==> src/rtl/result_page_reader_if.sv <==
// result_page_reader_if: page request, shared BRAM read port and 64-bit output stream.
interface result_page_reader_if;
    logic          start;
    logic [16:0]   page_len;
    logic          rd_en;
    logic [8:0]    rd_address;
    logic [1023:0] rd_data;
    logic          out_valid;
    logic          out_ready;
    logic [63:0]   out_data;
    logic [7:0]    out_keep;
    logic          out_last;
    logic          block_out_finish;
    logic          busy;
    modport master (
        input  start, page_len, rd_data, out_ready,
        output rd_en, rd_address, out_valid, out_data, out_keep, out_last, block_out_finish, busy
    );
    modport slave (
        output start, page_len, rd_data, out_ready,
        input  rd_en, rd_address, out_valid, out_data, out_keep, out_last, block_out_finish, busy
    );
endinterface

==> src/rtl/result_page_reader.sv <==
// result_page_reader: sweeps the interleaved result BRAMs in word order and streams the page out.
module result_page_reader #(
    parameter int NUM_BLOCKS = 16,
    parameter int ADDR_W     = 9,
    parameter int FIFO_DEPTH = 4
) (
    input logic clk,
    input logic rst,
    result_page_reader_if.master bus
);
    localparam int BW = $clog2(NUM_BLOCKS);
    localparam int WW = ADDR_W + BW;
    localparam int LW = WW + 4;
    localparam int PW = $clog2(FIFO_DEPTH);
    typedef enum logic [1:0] {IDLE, READ, DRAIN, FINISH} state_t;
    typedef struct packed {
        logic        last;
        logic [7:0]  keep;
        logic [63:0] data;
    } beat_t;
    state_t        state, state_nx;
    logic [LW-1:0] len_q;
    logic [WW:0]   nwords;
    logic [WW-1:0] w;
    logic [BW-1:0] tag_blk;
    logic          tag_v, tag_last, issue, last_w, push, pop;
    logic [7:0]    keep_last;
    beat_t         mem [FIFO_DEPTH];
    beat_t         head, beat;
    logic [PW-1:0] wp, rp;
    logic [PW:0]   count;
    assign nwords    = (WW+1)'((len_q + LW'(7)) >> 3);
    assign last_w    = ({1'b0, w} == nwords - 1'b1);
    assign keep_last = (len_q[2:0] == 3'd0) ? 8'hff : ~(8'hff << len_q[2:0]);
    // Reserve FIFO space for the read still in the BRAM pipe so a stall never overflows it.
    assign issue     = (state == READ) && (({1'b0, count} + (PW+2)'(tag_v)) < (PW+2)'(FIFO_DEPTH));
    assign push      = tag_v;
    assign pop       = bus.out_valid && bus.out_ready;
    assign head      = mem[rp];
    assign beat      = '{last: tag_last, keep: tag_last ? keep_last : 8'hff, data: bus.rd_data[64*tag_blk +: 64]};
    always_comb begin
        state_nx             = state;
        bus.rd_en            = issue;
        bus.rd_address       = w[WW-1:BW];
        bus.out_valid        = (count != '0);
        bus.out_data         = bus.out_valid ? head.data : '0;
        bus.out_keep         = bus.out_valid ? head.keep : '0;
        bus.out_last         = bus.out_valid && head.last;
        bus.block_out_finish = (state == FINISH);
        bus.busy             = (state != IDLE);
        unique case (state)
            IDLE:   if (bus.start) state_nx = (bus.page_len == '0) ? FINISH : READ;
            READ:   if (issue && last_w) state_nx = DRAIN;
            DRAIN:  if (pop && head.last) state_nx = FINISH;
            FINISH: state_nx = IDLE;
        endcase
    end
    always_ff @(posedge clk or posedge rst) begin
        if (rst) begin
            state    <= IDLE;
            len_q    <= '0;
            w        <= '0;
            tag_v    <= 1'b0;
            tag_last <= 1'b0;
            tag_blk  <= '0;
            wp       <= '0;
            rp       <= '0;
            count    <= '0;
        end else begin
            state    <= state_nx;
            if (state == IDLE && bus.start) begin
                len_q <= bus.page_len;
                w     <= '0;
            end else if (issue) begin
                w <= w + 1'b1;
            end
            tag_v    <= issue;
            tag_last <= last_w;
            tag_blk  <= w[BW-1:0];
            if (push) wp <= wp + 1'b1;
            if (pop) rp <= rp + 1'b1;
            count    <= count + (PW+1)'(push) - (PW+1)'(pop);
        end
    end
    always_ff @(posedge clk) begin
        if (push) mem[wp] <= beat;
    end
endmodule
==> src/flat_wrapper.sv <==
// flat-port wrapper written by rule: the top's interface ports become plain ports
module result_page_reader_flat 
#(
    parameter int NUM_BLOCKS = 16,
    parameter int ADDR_W     = 9,
    parameter int FIFO_DEPTH = 4
)
  (clk, rst, bus_start, bus_page_len, bus_rd_data, bus_out_ready, bus_rd_en, bus_rd_address, bus_out_valid, bus_out_data, bus_out_keep, bus_out_last, bus_block_out_finish, bus_busy);
  result_page_reader_if bus_i ();
  input logic clk;
  input logic rst;
  input wire logic [$bits(bus_i.start)-1:0] bus_start;
  input wire logic [$bits(bus_i.page_len)-1:0] bus_page_len;
  input wire logic [$bits(bus_i.rd_data)-1:0] bus_rd_data;
  input wire logic [$bits(bus_i.out_ready)-1:0] bus_out_ready;
  output wire logic [$bits(bus_i.rd_en)-1:0] bus_rd_en;
  output wire logic [$bits(bus_i.rd_address)-1:0] bus_rd_address;
  output wire logic [$bits(bus_i.out_valid)-1:0] bus_out_valid;
  output wire logic [$bits(bus_i.out_data)-1:0] bus_out_data;
  output wire logic [$bits(bus_i.out_keep)-1:0] bus_out_keep;
  output wire logic [$bits(bus_i.out_last)-1:0] bus_out_last;
  output wire logic [$bits(bus_i.block_out_finish)-1:0] bus_block_out_finish;
  output wire logic [$bits(bus_i.busy)-1:0] bus_busy;
  assign bus_i.start = bus_start;
  assign bus_i.page_len = bus_page_len;
  assign bus_i.rd_data = bus_rd_data;
  assign bus_i.out_ready = bus_out_ready;
  assign bus_rd_en = bus_i.rd_en;
  assign bus_rd_address = bus_i.rd_address;
  assign bus_out_valid = bus_i.out_valid;
  assign bus_out_data = bus_i.out_data;
  assign bus_out_keep = bus_i.out_keep;
  assign bus_out_last = bus_i.out_last;
  assign bus_block_out_finish = bus_i.block_out_finish;
  assign bus_busy = bus_i.busy;
  result_page_reader #(.NUM_BLOCKS(NUM_BLOCKS), .ADDR_W(ADDR_W), .FIFO_DEPTH(FIFO_DEPTH)) u_core (.clk(clk), .rst(rst), .bus(bus_i));
endmodule
==> config.mk <==
export PLATFORM = sky130hd
export DESIGN_NAME = result_page_reader_flat
export DESIGN_NICKNAME = d
export VERILOG_FILES = /design/src/rtl/result_page_reader_if.sv /design/src/rtl/result_page_reader.sv /design/src/flat_wrapper.sv
export SDC_FILE = /design/constraint.sdc
export NUM_CORES = 1
export LEC_CHECK = 0
export CORE_AREA = 2 2 441 443
export CTS_BUF_LIST = sky130_fd_sc_hd__clkbuf_4 sky130_fd_sc_hd__clkbuf_8 sky130_fd_sc_hd__clkbuf_16
export CTS_CLUSTER_SIZE = 24
export DETAILED_ROUTE_END_ITERATION = 8
export DIE_AREA = 0 0 443 445
export PLACE_DENSITY = 0.34
export SLEW_MARGIN = 20
export SYNTH_ARGS = -nofsm -noshare
export SYNTH_HDL_FRONTEND = slang
export SYNTH_SLANG_ARGS = --single-unit
==> constraint.sdc <==
create_clock -name clk -period 4.81 [get_ports clk]
set_input_delay 0.481 -clock clk [delete_from_list [all_inputs] [get_ports clk]]
set_output_delay 0.481 -clock clk [all_outputs]
set_load 0.005 [all_outputs]
**Yosys cells after proc, flatten, opt, wreduce, memory -nomap -nowiden**

Memories as Yosys holds them, arrays and structs flattened.
Cells that the tools add are included.

- Register bits after elaboration: 45
- Memory bits (writable): 292
- Bits of input ports: 1045
- Output and inout port bits: 86
- Logic and storage cells: 55
- Memories kept: 1

Memory list:

| name | depth | bits a word | rd ports | clocked after memory_dff | write ports | RTL line | text |
|---|---|---|---|---|---|---|---|
| u_core.mem | 4 | 73 | 1 | 0 | 1 | result_page_reader.sv:28 | `beat_t mem [FIFO_DEPTH];` |

- Add/sub/neg operators: 8
- Order comparisons: 1
- Equality and inequality tests: 7
- Shift-type cells: 2
- Mux-type cells: 13
- Bitwise logic cells: 1
- Reductions and logical operators: 13

Operators with widths:

| operator | number |
|---|---|
| 1024-bit by 11-bit indexed part select with 64-bit output | 1 |
| 64-bit two-way mux | 1 |
| 13-bit two-way mux | 2 |
| 8-bit two-way mux | 3 |
| 17-bit by 3-bit adder with 17-bit output, second input constant | 1 |
| 17-bit logical NOT | 1 |
| 13-bit by 14-bit equality test with 1-bit output | 1 |
| 14-bit by 1-bit subtractor with 14-bit output, second input constant | 1 |
| 13-bit by 1-bit adder with 13-bit output, second input constant | 1 |
| 2-bit two-way mux | 4 |
| 8-bit inverter | 1 |
| 2-bit one-hot mux with 4 select lines | 1 |
| 8-bit by 3-bit << shifter with 8-bit output, first input constant | 1 |
| 1-bit logical AND | 6 |
| 2-bit by 1-bit adder with 2-bit output, second input constant | 2 |
| 3-bit by 1-bit adder with 4-bit output | 1 |
| 2-bit equality test, second input constant | 2 |
| 4-bit by 3-bit less-than comparator with 1-bit output, second input constant | 1 |
| 2-bit inequality test, second input constant | 2 |
| 2-bit nonzero test | 2 |
| 3-bit by 1-bit adder with 3-bit output | 1 |
| 3-bit logical NOT | 1 |
| 3-bit AND reduction | 1 |
| 3-bit nonzero test | 1 |
| other kinds (5) | 6 |

**Longest topological paths before layout**

- Word-level depth: 6
- Depth in mapped cells: 14
- Mapped depth without buffers: 12

**Worst setup path after synthesis**

No wires, ideal clock.

- Path kind: reg-to-reg
- Start: register u_core.len_q[1]
- End: register u_core.state[0]
- Library setup time: 79 ps
- Data arrival time: 2812 ps
- Data required time: 4731 ps
- Slack: 1919 ps
- Cell stages (with the launch flop): 14
- Path buffers: 2
- Period minus slack after synthesis: 2891 ps
- Cells stage by stage: dfrtp_1 > buf_6 > or3_1 > buf_6 > xnor2_1 > ha_1 > and4b_1 > and3_1 > a32oi_1 > xnor2_1 > nor4_2 > nand4_1 > o21ai_2 > mux2i_1

- Longest elaborated chain between the ends: 6

RTL lines:

| item | RTL line | text |
|---|---|---|
| start: declaration | result_page_reader.sv:22 | `logic [LW-1:0] len_q;` |
| start signal: assignment | result_page_reader.sv:72 | `len_q <= bus.page_len;` |
| 17-bit by 3-bit adder with 17-bit output | result_page_reader.sv:32 | `assign nwords = (WW+1)'((len_q + LW'(7)) >> 3);` |
| 14-bit by 1-bit subtractor with 14-bit output | result_page_reader.sv:33 | `assign last_w = ({1'b0, w} == nwords - 1'b1);` |
| 13-bit by 14-bit equality test with 1-bit output | result_page_reader.sv:33 |  |
| 1-bit logical AND | result_page_reader.sv:53 | `READ: if (issue && last_w) state_nx = DRAIN;` |
| 2-bit inequality test (no source line) | -- |  |
| 3-bit AND reduction (no source line) | -- |  |
| end signal: assignment | result_page_reader.sv:70 | `state <= state_nx;` |
| end: declaration | result_page_reader.sv:21 | `state_t state, state_nx;` |

No other way between the ends.
A chain may end at the register's enable or synchronous reset.

**Worst setup path after layout**

- Start: register u_core.rp[0]
- End: output port bus_out_data[39]

- Longest elaborated chain between the ends: 2

RTL lines:

| item | RTL line | text |
|---|---|---|
| start: declaration | result_page_reader.sv:30 | `logic [PW-1:0] wp, rp;` |
| start signal: assignment | result_page_reader.sv:81 | `if (pop) rp <= rp + 1'b1;` |
| memory 4 x 73 bit | -- |  |
| 64-bit two-way mux | result_page_reader.sv:46 | `bus.out_data = bus.out_valid ? head.data : '0;` |
| end: declaration | flat_wrapper.sv:19 | `output wire logic [$bits(bus_i.out_data)-1:0] bus_out_data;` |

No other way between the ends.

==> metrics.md <==
| Metric | Value |
|---|---|
| CTS buffer count | 47 |
| Post-Syn Area per Cell | 18.0 sq um |
| Cells after Synth | between 1000 and 1500 |
| Hold Path Stages | 3 |
| Total GRT Usage | 0.132 |
| Post-synthesis share of cell area spent on xor and xnor gates | 0.0149 |
| Max Cap Viol | 0 |
| Asr flop ratio synth | 0.135 |
| Main combinational cell family by area after synthesis | multiplexers |
| Synth warn | 0 |
| CTS tree | yes |
| Critical-path cell list | buf_12 > mux4_2 > and2_1 > clkdlybuf4s50_1 |
| Rows | between 150 and 200 |
| Crit start category | flip-flop |
| Status | finished clean |
| Final-report max-slew violation count | 0 |
| DRC errors left | 0 |
| Worst EP arrival | about 3.2 ns |
| Root Driver | clkbuf_16 |
| Initial DRC count | ~1100 |
| Worst-Skew Late Latency | just over 0.6 ns |
| Post-synth top area share | 0.418 |
| Critical Path Sink Type | output port |
| GPL Wtd Cong | approximately 0.86 |
| FF-to-FF End | u_core.state[0] |
| Clk sinks | 333 |
| Die area | between 0.15 and 0.2 sq mm |
| Post-route setup TNS | 0 ns |
| Pwr/cell area | approximately 480 mW/mm^2 |
| Crit path max fanout | 36 |
| Vias | 17300 |
| Via-to-Cell Ratio | about 3.6 |
| H-tree levels | 2 |
| Proportion of synthesized area in mux cells | 0.419 |
| P&R area growth vs syn | 76.2% |
| CTS clk-pin slew, worst paths | 0.06 ns |
| Hold Crit Start | bus_page_len[7] |
| Setup violators final | 0 |
| CORE AREA | ~0.19 sq mm |
| Final hold violation count | 0 |
| DIE HEIGHT | approximately 450 um |
| Post-Synth Simple-Gate Area | 0.0573 |
| CTS resizes | 0 |
| I/O pins | approximately 1100 |
| Vias in the first global route | about 19000 |
| Delay-heaviest family, CP | buffers and inverters |
| LEAKAGE | 11.7 nW |
| Synthesis-stage register bit count | approximately 330 |
| Final Net Count | between 3000 and 4000 |
| R2r setup slk | 1.50 ns |
| Hold Worst Slack | 0.429 ns |
| PortBufs | roughly 1100 |
| Wirelength per Cell | approximately 28 um |
| Antenna violations before repair | between 50 and 60 |
| Register area share after synthesis | 0.462 |
| Largest net degree at the start of global routing | 51 |
| F_max | 273 MHz |
| Initial core utilization | 0.110 |
| Worst path max stage delay | just under 0.8 ns |
| Post-CTS setup buffer count | 0 |
| Hold path endpoint | u_core.len_q[7] |
| Critical path class | flip-flop to output port |
| Syn nets | approximately 2200 |
| Distinct cell type count after synthesis | 46 |
| Hpwl dp | ~110000 um |
| Hold-fix buffer count after cts | 0 |
| Fin crit share | 0.763 |
| Die W | between 400 and 500 um |
| Dominant synthesized flop cell | edfxtp_1 |
| Post-synthesis adder-cell area fraction | 0.0104 |
| Cell count of the worst reg-to-reg path | 12 |
| CTS Buffer Depth | 3 |
| Routed WL | 134000 um |
| Critical Path RT | about 4.3 ns |
| Global-route wire length before repair | 177000 um |
| CP max-delay cell | dfrtp_4 |
| Hold crit path type | input pin to flip-flop |
| Total gr overflow | 0 |
| Post-synth EDFFs | between 200 and 300 |
| Share of cells above drive strength 1 | 0.233 |
| Shortest period the worst path allows | about 3.7 ns |
| Synth Area in Compound Gates | 0.00953 |
| Reg2reg start | u_core.len_q[0] |
| RSZ-0062 raised after global routing | false |
| Drt first pass iters | 5 |
| Synthesized area | roughly 0.021 sq mm |
| Area contributors post-synth | mux4_2 (42%), edfxtp_1 (41%), dfrtp_1 (5.3%), and2_1 (2.3%), clkbuf_1 (1.2%) |
| Tightest Pin Transition | between 1 and 1.5 ns |
| Final ANT Viol Nets | 0 |
| Yosys top cell by area | mux4_2 |
| Worst IR Drop VDD | a little over 0.0002 V |
| Setup Skew | about 0.017 ns |
| CP Buf/Inv Count | 2 |
| Slew HR | 0.275 |
==> cell usage after synthesis (3+ instances only) <==
library cell / number
and2_1: 78
a31oi_1: 5
nor2_1: 21
mux4_2: 392
and3_1: 7
xor2_1: 21
a21oi_1: 9
buf_4: 10
nand3_1: 12
nand4_1: 4
buf_1: 40
nand2_1: 65
or3_1: 8
nor4_1: 7
nor3_1: 10
inv_1: 14
dfrtp_1: 45
xnor2_1: 15
ha_1: 16
nand2b_1: 4
o21ai_0: 7
clkbuf_1: 66
edfxtp_1: 288
mux2i_1: 3
==> final cells by class <==
class	instances	area (sq um)
Multi-Input combinational cell	707	10800
Antenna cell	8	20.0
Timing Repair Buffer	1183	11800
Inverter	14	52.6
Tap cell	2526	3160
Fill cell	20600	155000
Clock buffer	53	1230
Sequential cell	333	9800
Clock inverter	33	324
==> cells in the final DEF, fill, tap and decap left out, types with 3 or more instances in the layout <==
master	n
nor4_1	7
diode_2	8
buf_12	11
nor2_1	21
nand2_1	65
clkinv_2	11
bufinv_16	4
a31oi_1	5
and2_1	74
nand2b_1	4
a21oi_1	9
edfxtp_1	288
mux4_2	392
nand4_1	4
or3_1	7
nand3_1	12
xor2_1	21
clkbuf_4	4
xnor2_1	15
and3_1	7
dfrtp_4	6
inv_1	13
o21ai_0	7
clkinv_1	7
nor3_1	10
dfrtp_1	39
clkbuf_16	47
inv_6	4
ha_1	16
clkdlybuf4s50_1	1130
buf_4	42
and2_4	4
mux2i_1	3
==> per-stage QoR <==
stage	worst slack [ns]	instance area [sq um]	total power [mW]	cells	util
floorplan	1.92	21100	9.78	1174	-
global placement	1.41	35700	15.0	4763	0.186
detailed placement	1.53	35700	14.9	4763	0.186
CTS	0.950	37200	18.6	4849	0.194
global route	0.894	37200	19.0	4850	0.194
finish	1.14	37300	17.9	4857	0.194
==> flip-flops by register name (all words and copies together), names as in the netlist <==
| register | cells |
|---|---|
| u_core.tag_blk | 4 |
| u_core.state | 2 |
| u_core.wp | 2 |
| u_core.push | 1 |
| u_core.count | 3 |
| u_core.w | 13 |
| u_core.len_q | 17 |
| u_core.rp | 2 |
| u_core.mem | 288 |
| u_core.tag_last | 1 |
==> logic make-up (layout without fill, tap and decap cells) <==
family	after synthesis	in the layout
compound gates	31	31
fa+ha+maj	17	17
mux	395	395
simple gates	228	228
buf+inv	134	1283
other cells	0	8
xor+xnor	36	36
flops	333	333
==> where the power goes <==
group | total, mW | switching [mW] | internal (mW)
clock | 3.51 | 1.43 | 2.08
combinational | 9.57 | 4.50 | 5.08
sequential | 4.87 | 0.719 | 4.15
total | 17.9 | 6.64 | 11.3
==> worst max-delay path by stage <==
stage                        to  cells past startpoint            start
3_5_place_dp    u_core.state[0]                     12  u_core.len_q[0]
5_1_grt        bus_out_data[39]                      4     u_core.rp[0]
6_report       bus_out_data[39]                      4     u_core.rp[0]
2_1_floorplan   u_core.state[0]                     13  u_core.len_q[1]
3_3_place_gp    u_core.state[0]                     12  u_core.len_q[0]
4_1_cts        bus_out_data[39]                      4     u_core.rp[0]
==> worst min-delay path: stages <==
cell and delay [ns]:
clkdlybuf4s50_1 0.41, nand2_1 0.06, nand2_1 0.04
==> routing by layer <==
metal,vias to the layer above,part of all wire,GRT usage,wire length [um]
li1,7306,-,-,-
met1,9144,0.41,0.163,54500
met2,748,0.51,0.236,68700
met3,116,0.066,0.0296,8830
met4,20,0.014,0.0199,1830
met5,-,0.00094,0,126
Power figures use the tool's default switching activity.
